<file path="config.mk">
export PLATFORM = sky130hd
export DESIGN_NAME = posx_tracker
export DESIGN_NICKNAME = d
export VERILOG_FILES = /design/src/rtl/posx_pkg.sv /design/src/rtl/step_tick_gen.sv /design/src/rtl/posx_tracker.sv
export SDC_FILE = /design/constraint.sdc
export NUM_CORES = 1
export LEC_CHECK = 0
export ABC_AREA = 1
export BUFFER_PORTS_ARGS = -buffer_cell sky130_fd_sc_hd__buf_2
export CORE_UTILIZATION = 30
export DETAILED_ROUTE_END_ITERATION = 10
export PLACE_DENSITY = 0.58
export SLEW_MARGIN = 20
export SYNTH_ARGS = -nofsm -noshare
export SYNTH_HDL_FRONTEND = slang
export SYNTH_SLANG_ARGS = --single-unit
export TNS_END_PERCENT = 100
</file>
<file path="constraint.sdc">
create_clock -name clk -period 3.7 [get_ports clk]
set_input_delay 0.185 -clock clk [delete_from_list [all_inputs] [get_ports clk]]
set_output_delay 0.185 -clock clk [all_outputs]
set_load 0.02 [all_outputs]
</file>
<file path="src/rtl/posx_pkg.sv">
// posx_pkg: shared command codes and state encoding for the X-position tracker.
package posx_pkg;

    localparam logic [1:0] CMD_NOP = 2'b00;
    localparam logic [1:0] CMD_DEC = 2'b01;
    localparam logic [1:0] CMD_INC = 2'b10;
    localparam logic [1:0] CMD_ILL = 2'b11;

    typedef enum logic [1:0] {
        ST_IDLE   = 2'b00,
        ST_RUN    = 2'b01,
        ST_FROZEN = 2'b10
    } state_t;

endpackage

</file>
<file path="src/rtl/step_tick_gen.sv">
// step_tick_gen: prescaler emitting a one-cycle tick every STEP_DIV enabled cycles.
// The count is held at zero whenever en is low.
module step_tick_gen #(
    parameter int STEP_DIV = 250000
) (
    input  logic clk,
    input  logic rst,
    input  logic en,
    output logic tick
);

    localparam int CW = $clog2(STEP_DIV);
    localparam logic [CW-1:0] LAST = CW'(STEP_DIV - 1);

    logic [CW-1:0] cnt_q, cnt_d;

    assign tick  = en && cnt_q == LAST;
    assign cnt_d = (!en || tick) ? '0 : cnt_q + 1'b1;

    always_ff @(posedge clk or negedge rst) begin
        if (!rst) cnt_q <= '0;
        else      cnt_q <= cnt_d;
    end

endmodule

</file>
<file path="src/rtl/posx_tracker.sv">
// posx_tracker: bounded X position with step tick and one-shot MIN/MAX pulses.
// Optional illegal-command counter on err_cnt when POSX_ILLEGAL_CNT_EN is defined.
module posx_tracker
    import posx_pkg::*;
#(
    parameter int WIDTH    = 8,
    parameter int MIN      = 0,
    parameter int MAX      = 159,
    parameter int STEP_DIV = 250000
) (
    input  logic             clk,
    input  logic             rst,
    input  logic             sta,
    input  logic             perdio,
    input  logic             ld,
    input  logic [1:0]       i_signal,
    output logic             s,
    output logic             MN,
    output logic             MX,
    output logic [WIDTH-1:0] pos
`ifdef POSX_ILLEGAL_CNT_EN
   ,output logic [3:0]       err_cnt
`endif
);

    localparam logic [WIDTH-1:0] MIN_V = WIDTH'(MIN);
    localparam logic [WIDTH-1:0] MAX_V = WIDTH'(MAX);
    localparam logic [WIDTH-1:0] CTR_V = WIDTH'((MIN + MAX) / 2);

    state_t           state_q, state_d;
    logic [WIDTH-1:0] pos_q, pos_d;
    logic             mn_q, mn_d, mx_q, mx_d;
    logic             arm_min_q, arm_min_d, arm_max_q, arm_max_d;
    logic             run, move;

    assign run  = state_q == ST_RUN;
    // ld and perdio both discard the command in their cycle
    assign move = run && !ld && !perdio && i_signal != CMD_NOP && i_signal != CMD_ILL;

    step_tick_gen #(.STEP_DIV(STEP_DIV)) u_tick (
        .clk  (clk),
        .rst  (rst),
        .en   (run),
        .tick (s)
    );

    always_comb begin
        state_d   = ld ? state_q :
                    (state_q == ST_IDLE && sta) ? ST_RUN :
                    (run && perdio) ? ST_FROZEN : state_q;
        pos_d     = ld ? CTR_V :
                    !move ? pos_q :
                    i_signal == CMD_INC ? (pos_q == MAX_V ? pos_q : pos_q + 1'b1) :
                    (pos_q == MIN_V ? pos_q : pos_q - 1'b1);
        mx_d      = !ld && arm_max_q && pos_d == MAX_V;
        mn_d      = !ld && arm_min_q && pos_d == MIN_V;
        arm_max_d = ld || pos_d != MAX_V;
        arm_min_d = ld || pos_d != MIN_V;
    end

    always_ff @(posedge clk or negedge rst) begin
        if (!rst) begin
            state_q   <= ST_IDLE;
            pos_q     <= CTR_V;
            mn_q      <= 1'b0;
            mx_q      <= 1'b0;
            arm_min_q <= 1'b1;
            arm_max_q <= 1'b1;
        end else begin
            state_q   <= state_d;
            pos_q     <= pos_d;
            mn_q      <= mn_d;
            mx_q      <= mx_d;
            arm_min_q <= arm_min_d;
            arm_max_q <= arm_max_d;
        end
    end

    assign pos = pos_q;
    assign MN  = mn_q;
    assign MX  = mx_q;

`ifdef POSX_ILLEGAL_CNT_EN
    logic [3:0] err_q, err_d;

    assign err_d   = (run && i_signal == CMD_ILL && err_q != 4'hF) ? err_q + 4'd1 : err_q;
    assign err_cnt = err_q;

    always_ff @(posedge clk or negedge rst) begin
        if (!rst) err_q <= 4'd0;
        else      err_q <= err_d;
    end
`endif

endmodule
</file>
Word-level counts from Yosys, hierarchy flattened:

Index checks and enable logic that the tools add are counted.

* reductions and logical operators: 24
* magnitude comparators: 0
* multiplexer cells: 8
* equal/unequal tests: 7
* $mul: 0
* shift operators: 0
* div/mod/pow operators: 0
* bitwise operators: 1
* add/sub/neg operators: 3

Operators with widths (count)
* $mux 8: 5
* $add 18x1->18 const B: 1
* $eq 18x18->1 const B: 1
* $mux 18: 1
* $eq 8x8->1 const B: 2
* $logic_not 8->1: 2
* $logic_and 1x1->1: 11
* $add 8x1->8 const B: 1
* $ne 8x8->1 const B: 1
* $reduce_bool 8->1: 1
* $sub 8x1->8 const B: 1
* $mux 2: 2
* $reduce_bool 2->1: 2
* $logic_not 1->1: 3
* $logic_or 1x1->1: 3
* $eq 2x1->1 const B: 1
* $eq 2x2->1 const B: 1
* $logic_not 2->1: 1
* $ne 2x2->1 const B: 1
* $reduce_and 2->1: 1
* $not 1->1: 1

* memories kept: 0
* latch bits: 0
* bits in writable memories: 0
* ROM bits: 0
* output and inout port bits: 11
* logic and storage cells: 50
* register bits: 32

Depth between registers and ports, before layout:

Gate-level depths: netlist of run 1.

* word-level depth: 9
* depth in mapped cells: 16
* gate-level depth less buffers: 16

Cells and area by module:

A second synthesis of run 1 with hierarchy kept.

* cell total of the unflattened synthesis: 333
* area, all modules: 2374.8 um2

Modules (own cells, without submodules)
* posx_tracker: times used 1, area each 1234.9 um2, cells an instance 190
* step_tick_gen: times used 1, area each 1139.8 um2, cells an instance 143

Worst setup path before layout of run 1:

No wires, ideal clock.

* kind: flip-flop to flip-flop
* start: register pos_q[0] (netlist: pos[0])
* end: register mn_q (netlist: MN)
* period minus slack after synthesis: 1.812 ns
* setup time: 0.069 ns
* arrival time: 1.743 ns
* data required time: 3.631 ns
* cell stages (with the launch flop): 14
* path buffers: 0
* slack: 1.888 ns
* path through: dfstp_2 -> inv_1 -> ha_1 -> nand3_2 -> inv_2 -> nand2_4 -> nand2_1 -> nand3_1 -> nand2_1 -> a21boi_0 -> nand2_1 -> nor2_2 -> nand2_2 -> nor2_2

* longest elaborated chain between the ends: 7
* elaborated cells between the ends (all ways): 11

RTL lines
* from (decl): line posx_tracker.sv:31 `logic [WIDTH-1:0] pos_q, pos_d;`
* from (signal assigned): line posx_tracker.sv:71 `pos_q <= pos_d;`
* $sub 8x1->8 (tied with other cells): line posx_tracker.sv:54 `(pos_q == MIN_V ? pos_q : pos_q - 1'b1);`
* $mux 8 (on tied branches): line posx_tracker.sv:54, posx_tracker.sv:53
* $mux 8: line posx_tracker.sv:53 `i_signal == CMD_INC ? (pos_q == MAX_V ? pos_q : pos_q + 1'b1) :`
* $mux 8 *: line posx_tracker.sv:52 `!move ? pos_q :`
* $mux 8 *: line posx_tracker.sv:51 `pos_d = ld ? CTR_V :`
* $logic_not 8->1 *: line posx_tracker.sv:56 `mn_d = !ld && arm_min_q && pos_d == MIN_V;`
* $logic_and 1x1->1 *: line posx_tracker.sv:56
* named net mn_d: line posx_tracker.sv:32 `logic mn_q, mn_d, mx_q, mx_d;`
* to (signal assigned): line posx_tracker.sv:72 `mn_q <= mn_d;`
* to (decl): line posx_tracker.sv:32

The timed path passes the listed nets; every way through them passes the cells marked *.
A chain may end at the register's enable or synchronous reset.

Final worst setup path of run 1:

Ends and elaborated chain as after synthesis.

==> results of run 1 <==
worst max-delay path: stages, from the launching register on:
cell and delay, ns:
dfstp_2 0.58, inv_1 0.11, ha_1 0.24, nand3_2 0.10, inv_2 0.05, nand2_4 0.12, nand2_1 0.07, nand3_1 0.06
nand2_1 0.09, a21boi_0 0.16, nand2_1 0.10, nor2_2 0.14, nand2_2 0.07, nor2_2 0.07
where the power goes:
part | switching (mW) | internal, mW | leakage, nW
Combinational | 0.0210 | 0.00842 | 0.790
Sequential | 0.000000000000000355 | 0.350 | 0.418
Clock | 0.133 | 0.199 | 0.0541
cells in the mapped netlist, drive strengths merged:
cell    instances
nand2          98
a31oi           1
dfrtp          25
nand4           4
a21oi          13
nor4            2
o21a            2
clkinv          2
o21ai           9
nand3b          1
nor3            9
xnor2           2
nor2           42
xor2            1
nand3          32
ha              4
dfstp           7
buf             4
inv            48
a21boi          2
sequential cells by signal, summed over array words and instances, names as in the netlist:
name	count
MN	1
pos	8
state_q	2
arm_max_q	1
u_tick.cnt_q	18
arm_min_q	1
MX	1
repair_timing:
| action | 4_1_cts | 5_1_grt |
|---|---|---|
| resized for setup | 0 | 0 |
| hold buffers | 1 | 0 |
| endpoints found under the hold margin | 25 | 0 |
layer usage:
layer | vias up | global-route usage, %
met4 | 0 | 3.130
met3 | 5 | 2.275
li1 | 1007 | -
met1 | 904 | 17.05
met5 | - | 0
met2 | 25 | 25.55
layout make-up:
cell class	instances	area [sq um]	area share [%]
well taps	96	120.1	4.883
flip-flops and latches	32	809.5	32.91
clock buffers	5	68.82	2.798
inverters	50	192.7	7.833
clock inverters	3	42.54	1.729
repair buffers	18	95.09	3.866
multi-input cells	222	1131	45.98
logic make-up after synthesis:
logic type               share of synthesized area [%]
AO/OA/AOI/OAI                                    6.913
flip-flops                                       37.27
adder cells (fa/ha/maj)                          2.304
buffers and inverters                            10.66
AND/OR/NAND/NOR                                  41.65
XOR/XNOR                                         1.210
worst paths after layout:
check                                from                to  slack, ns
worst max-delay path               pos[0]                MN       1.69
worst min-delay path                  sta        state_q[0]       0.16
worst max register to register     pos[0]                MN       1.69
worst min register to register  arm_max_q                MX       0.47
max in group asynchronous             rst  u_tick.cnt_q[15]       2.73
min in group asynchronous             rst  u_tick.cnt_q[17]       0.49
stage by stage:
step                utilization [%]  instance area (sq um)  power [mW]  hold slack, ns  instances
finish                        35.62                   2460      0.7117          0.1626        426
global route                  35.62                   2460      0.7344          0.1809        426
CTS                           35.62                   2460      0.7166          0.1643        426
detailed placement            33.86                   2338      0.3857          0.2813        417
global placement              33.86                   2338      0.3861          0.2855        417
floorplan                         -                   2172      0.3725         -0.1106        308
==> flow_summary_export.csv, run 1 <==
group,metric,value,unit
outcome,status,"completed",
floorplanning,initial_core_util,31.45,%
placed_design,dp_hpwl,3.718,mm
logic_synthesis,yosysSeqAreaShare,37.27,%
logic_synthesis,syn_area_per_cell,7.052,sq um
logic_synthesis,netlist_instances,308,
worst_setup_path,arrival,2.24,ns
detailed_routing,via_per_inst,4.556,
cts,cts.clk_slew.worst_paths,0.07,ns
logic_synthesis,synth_top_cells_by_area,"dfrtp_1, nand2_1, dfstp_2",
final_layout,final_cell_mix,"nand2_1, inv_1, nor2_1",
logic_synthesis,synth_cell_types,34,
final_layout,area_growth,13.25,%
sta,slew_headroom,51.09,%
final_layout,diodes,0,
power,power_leakage,1.262,nW
sta,fmax,496.3,MHz
global_routing,grt_first_pass_wirelength,8.418,mm
sta,worst_pin_slew,0.7337,ns
detailed_routing,dr_wl_met3,114,um
min_path,hold-path-cell-count,3,
final_layout,final_common_cell,"nand2_1",
floorplanning,core,6907,sq um
cts,cts_root_buf,"clkbuf_8",
logic_synthesis,yosysTopAreaCell,"dfrtp_1",
cts,clockBufferDepth,2,
sta,period_share,54.46,%
worst_setup_path,critPathCaptureType,"flop",
worst_setup_path,crit_fanout,8,
logic_synthesis,synth_warnings,0,
sta,period_needed,2.015,ns
detailed_routing,drtIter0Drc,52,
cts,postCtsSetupRepairBufs,0,
logic_synthesis,ys_seq_elements,32,
flow_run,maxCapViolations,0,
detailed_routing,wirelength,4.761,mm
final_layout,fill_cells,753,
worst_setup_path,crit_type,"flop to flop",
detailed_routing,remaining_drc_errors,0,
placed_design,port_buffers,17,
sta,fin_tns_setup,0,ns
worst_setup_path,crit_path_start_kind,"flop",
sta,hold_viol_final,0,
global_routing,grt_max_degree,33,
final_layout,drive_gt1_share,21.82,%
detailed_routing,vias,1941,
sta,setup_ws,1.685,ns
sta,finalMaxSlewViolations,0,
cts,cts_buffers,5,
logic_synthesis,synth.cell_area,2172,sq um
detailed_routing,met2WireLength,2.412,mm
detailed_routing,dr.pass1.iters,4,
logic_synthesis,syn_nets,319,
cts,cts_htree_levels,2,
sta,skew,0.004110,ns
placed_design,gp_congestion,0.8034,
cts,clock-sinks,32,
placed_design,dp_slack,1.694,ns
global_routing,grt_antenna_before_repair,0,
detailed_routing,highest-signal-layer,"met4",
detailed_routing,antenna_left,0,
detailed_routing,m1WireLength,2.189,mm
floorplanning,fp.dieH,87.09,um
min_path,hold_path_class,"input port to flop",
global_routing,grt_overflow,0,
final_layout,final_nets,340,
cts,cts_tree,"built",
detailed_routing,wl_per_cell,11.18,um
floorplanning,die-width,87.09,um
global_routing,grt_usage,13.93,%
cts,clk_latency,0.28,ns
worst_setup_path,ff2ff_path_depth,13,
global_routing,grt_pass1_vias,1885,
worst_setup_path,cp_data_required_time,3.92,ns
floorplanning,rows,30,
power,p_per_area,289.3,nW/um^2
sta,grt_setup_unrepaired,"no",
floorplanning,die_area,7585,sq um
sta,setup_violations,0,
logic_synthesis,post-synth-top-area-fraction,28.80,%
power,vdd_drop_max,0.2239,mV
floorplanning,ios,18,
Power figures use the tool's default switching activity.
==> inputs of run 2 (changes only) <==
--- a/config.mk
+++ b/config.mk
@@ -9,7 +9,7 @@
 export BUFFER_PORTS_ARGS = -buffer_cell sky130_fd_sc_hd__buf_2
 export CORE_UTILIZATION = 30
 export DETAILED_ROUTE_END_ITERATION = 10
-export PLACE_DENSITY = 0.58
+export PLACE_DENSITY = 0.59
 export SLEW_MARGIN = 20
 export SYNTH_ARGS = -nofsm -noshare
 export SYNTH_HDL_FRONTEND = slang
==> constraint.sdc (replaced) <==
create_clock -name clk -period 1.7 [get_ports clk]
set_input_delay 0.085 -clock clk [delete_from_list [all_inputs] [get_ports clk]]
set_output_delay 0.085 -clock clk [all_outputs]
set_load 0.02 [all_outputs]
==> run 2 against run 1 <==
Against the previous run:
- the run now ends with setup timing left
- sequential power grew 120%
- via count rose by 11%
- combinational power rose by 140%
- clock skew rose by 0.0032 ns
- final area is 24% higher
- utilization grew 8.4 points
- largest cell class unchanged
==> flow_summary_export.csv, run 2 (same netlist as run 1, synthesis figures left out) <==
group,metric,value,unit
worst_setup_path,path_buf_inv,0,
sta,worst_pin_slew,0.7180,ns
detailed_routing,wl_per_cell,11.76,um
global_routing,grt_overflow,0,
sta,setup_violations,6,
global_routing,grt_max_degree,33,
sta,finalMaxSlewViolations,0,
worst_setup_path,cpLargestDelayFamily,"simple AND/OR/NAND/NOR gates",
final_layout,ff_latch_area,809.5,sq um
sta,fin_hold_ws,0.06392,ns
global_routing,grtUsageMet2,28.20,%
outcome,status,"finished, violations left",
sta,hold_viol_final,0,
global_routing,gr-usage-met3,3.223,%
flow_run,maxCapViolations,0,
final_layout,largest_register_ffs,18,
floorplanning,die_area,7585,sq um
detailed_routing,via_per_inst,4.575,
global_routing,busiest_layer,"met2",
sta,skew,0.007278,ns
cts,cts_buffers,5,
detailed_routing,dr.pass1.iters,4,
min_path,hold-path-cell-count,3,
final_layout,area_growth,39.98,%
floorplanning,die-width,87.09,um
power,total_power,1.440,mW
floorplanning,ios,18,
global_routing,grt_use_met1,18.44,%
sta,setup_ws,-0.1509,ns
final_layout,final_cell_mix,"nand2_1, buf_4, inv_1",
placed_design,gp_congestion,0.8927,
placed_design,port_buffers,17,
sta,grt_setup_unrepaired,"yes",
sta,slew_headroom,52.13,%
global_routing,grt_pass1_vias,2097,
worst_setup_path,critPathCaptureType,"flop",
worst_setup_path,crit_type,"flop to flop",
worst_setup_path,worstPathCellList,"ha_4 > nand2_4 > nor2_4 > nand2_4 > nand2_1 > nand3_1 > nand2_1 > nand2_1 > nand3_2 > nand2_2 > nor2_2 > nand2_2 > nor2_2",
placed_design,dp_hpwl,4.043,mm
worst_setup_path,arrival,2.07,ns
worst_setup_path,crit_path_frequent_cell,"nand2_1",
final_layout,fill_cells,730,
cts,clockBufferDepth,2,
final_layout,final_common_cell,"nand2_1",
worst_setup_path,crit_fanout,8,
cts,clk_latency,0.28,ns
cts,cts_htree_levels,2,
detailed_routing,antenna_left,0,
power,power_leakage,1.513,nW
floorplanning,rows,30,
detailed_routing,remaining_drc_errors,0,
worst_setup_path,cp_slowest_stage_delay,0.60,ns
cts,cts_tree,"built",
final_layout,multi_input_area,1376,sq um
worst_setup_path,worstSetupPathDepth,13,
power,p_per_area,473.6,nW/um^2
final_layout,finalCoreUtilization,44.02,%
final_layout,diodes,0,
global_routing,grt_usage,15.79,%
sta,period_needed,1.851,ns
cts,clock-sinks,32,
power,vdd_drop_max,0.3735,mV
worst_setup_path,cp_data_required_time,1.92,ns
detailed_routing,vias,2155,
detailed_routing,wirelength,5.538,mm
detailed_routing,drtIter0Drc,77,
min_path,hold_path_class,"input port to flop",
final_layout,drive_gt1_share,43.73,%
final_layout,regMostFlops,"u_tick.cnt_q",
floorplanning,core,6907,sq um
worst_setup_path,ff2ff_path_depth,13,
cts,cts_root_buf,"clkbuf_8",
floorplanning,initial_core_util,31.45,%
outcome,violations,"setup timing",
worst_setup_path,crit_path_start_kind,"flop",
global_routing,grt_first_pass_wirelength,9.335,mm
global_routing,grt_antenna_before_repair,0,
cts,cts.clk_slew.worst_paths,0.07,ns
sta,fmax,540.3,MHz
sta,period_share,108.9,%
floorplanning,fp.dieH,87.09,um
worst_setup_path,cp_slowest_cell,"dfstp_2",
final_layout,final_nets,385,
[run 2: cell count changes in the layout (fill, tap and decap cells not counted), sizes merged]
cell	previous run	this run
buf	17	62
bufinv	1	0
clkbuf	5	6
clkinv	3	4
clkinvlp	1	0
[run 2: layer usage]
metal  share of wire, %  up-vias
li1                   -     1098
met1                 42      997
met2                 53       48
met3                3.6       12
met4                1.8        0
met5                  0        -
[run 2: area by class of cell]
class / count / share of cell area [%]
Multi-Input combinational cell: 222 / 45.27
Sequential cell: 32 / 26.63
Timing Repair Buffer: 63 / 14.61
Inverter: 50 / 6.502
Tap cell: 96 / 3.951
Clock buffer: 6 / 2.716
Clock inverter: 2 / 0.3292
[run 2: final timing paths]
check                           from               end  slack [ns]
hold / removal                   sta        state_q[0]        0.06
setup / recovery              pos[1]                MX       -0.15
setup reg to reg              pos[1]                MX       -0.15
hold reg to reg            arm_max_q                MX        0.47
max in group asynchronous        rst   u_tick.cnt_q[3]        0.85
min in group asynchronous        rst  u_tick.cnt_q[17]        0.39
[run 2: power by group]
| group | total, mW | leakage (nW) | internal, mW | switching [mW] |
|---|---|---|---|---|
| Sequential | 0.762 | 0.418 | 0.762 | 0.000000000000000757 |
| Combinational | 0.0705 | 1.04 | 0.0211 | 0.0494 |
| Clock | 0.607 | 0.0510 | 0.323 | 0.285 |
[run 2: repair_timing]
item,CTS,global route
gates resized for setup,11,50
setup endpoints to repair,9,21
hold endpoints to repair,25,0
cloned,0,0
setup buffers,8,5
hold buffers,1,0
pin swaps,21,27
[run 2: worst register-to-register path, cell delays in order (launching register included)]
cell     delay [ns]
dfstp_2        0.60
ha_4           0.18
nand2_4        0.06
nor2_4         0.17
nand2_4        0.11
nand2_1        0.09
nand3_1        0.06
nand2_1        0.08
nand2_1        0.07
nand3_2        0.08
nand2_2        0.07
nor2_2         0.10
nand2_2        0.07
nor2_2         0.07
[run 2: stage by stage]
step           setup TNS, ns  instances  setup slack (ns)  cell area (sq um)
3_3_place_gp         -0.4494        450           -0.1276               2606
4_1_cts              -0.4932        467           -0.1318               2813
6_report             -0.6567        471           -0.1509               3040
2_1_floorplan       -0.08360        308          -0.04406               2192
3_5_place_dp         -0.4658        450           -0.1344               2606
5_1_grt               -1.988        471           -0.2800               3040
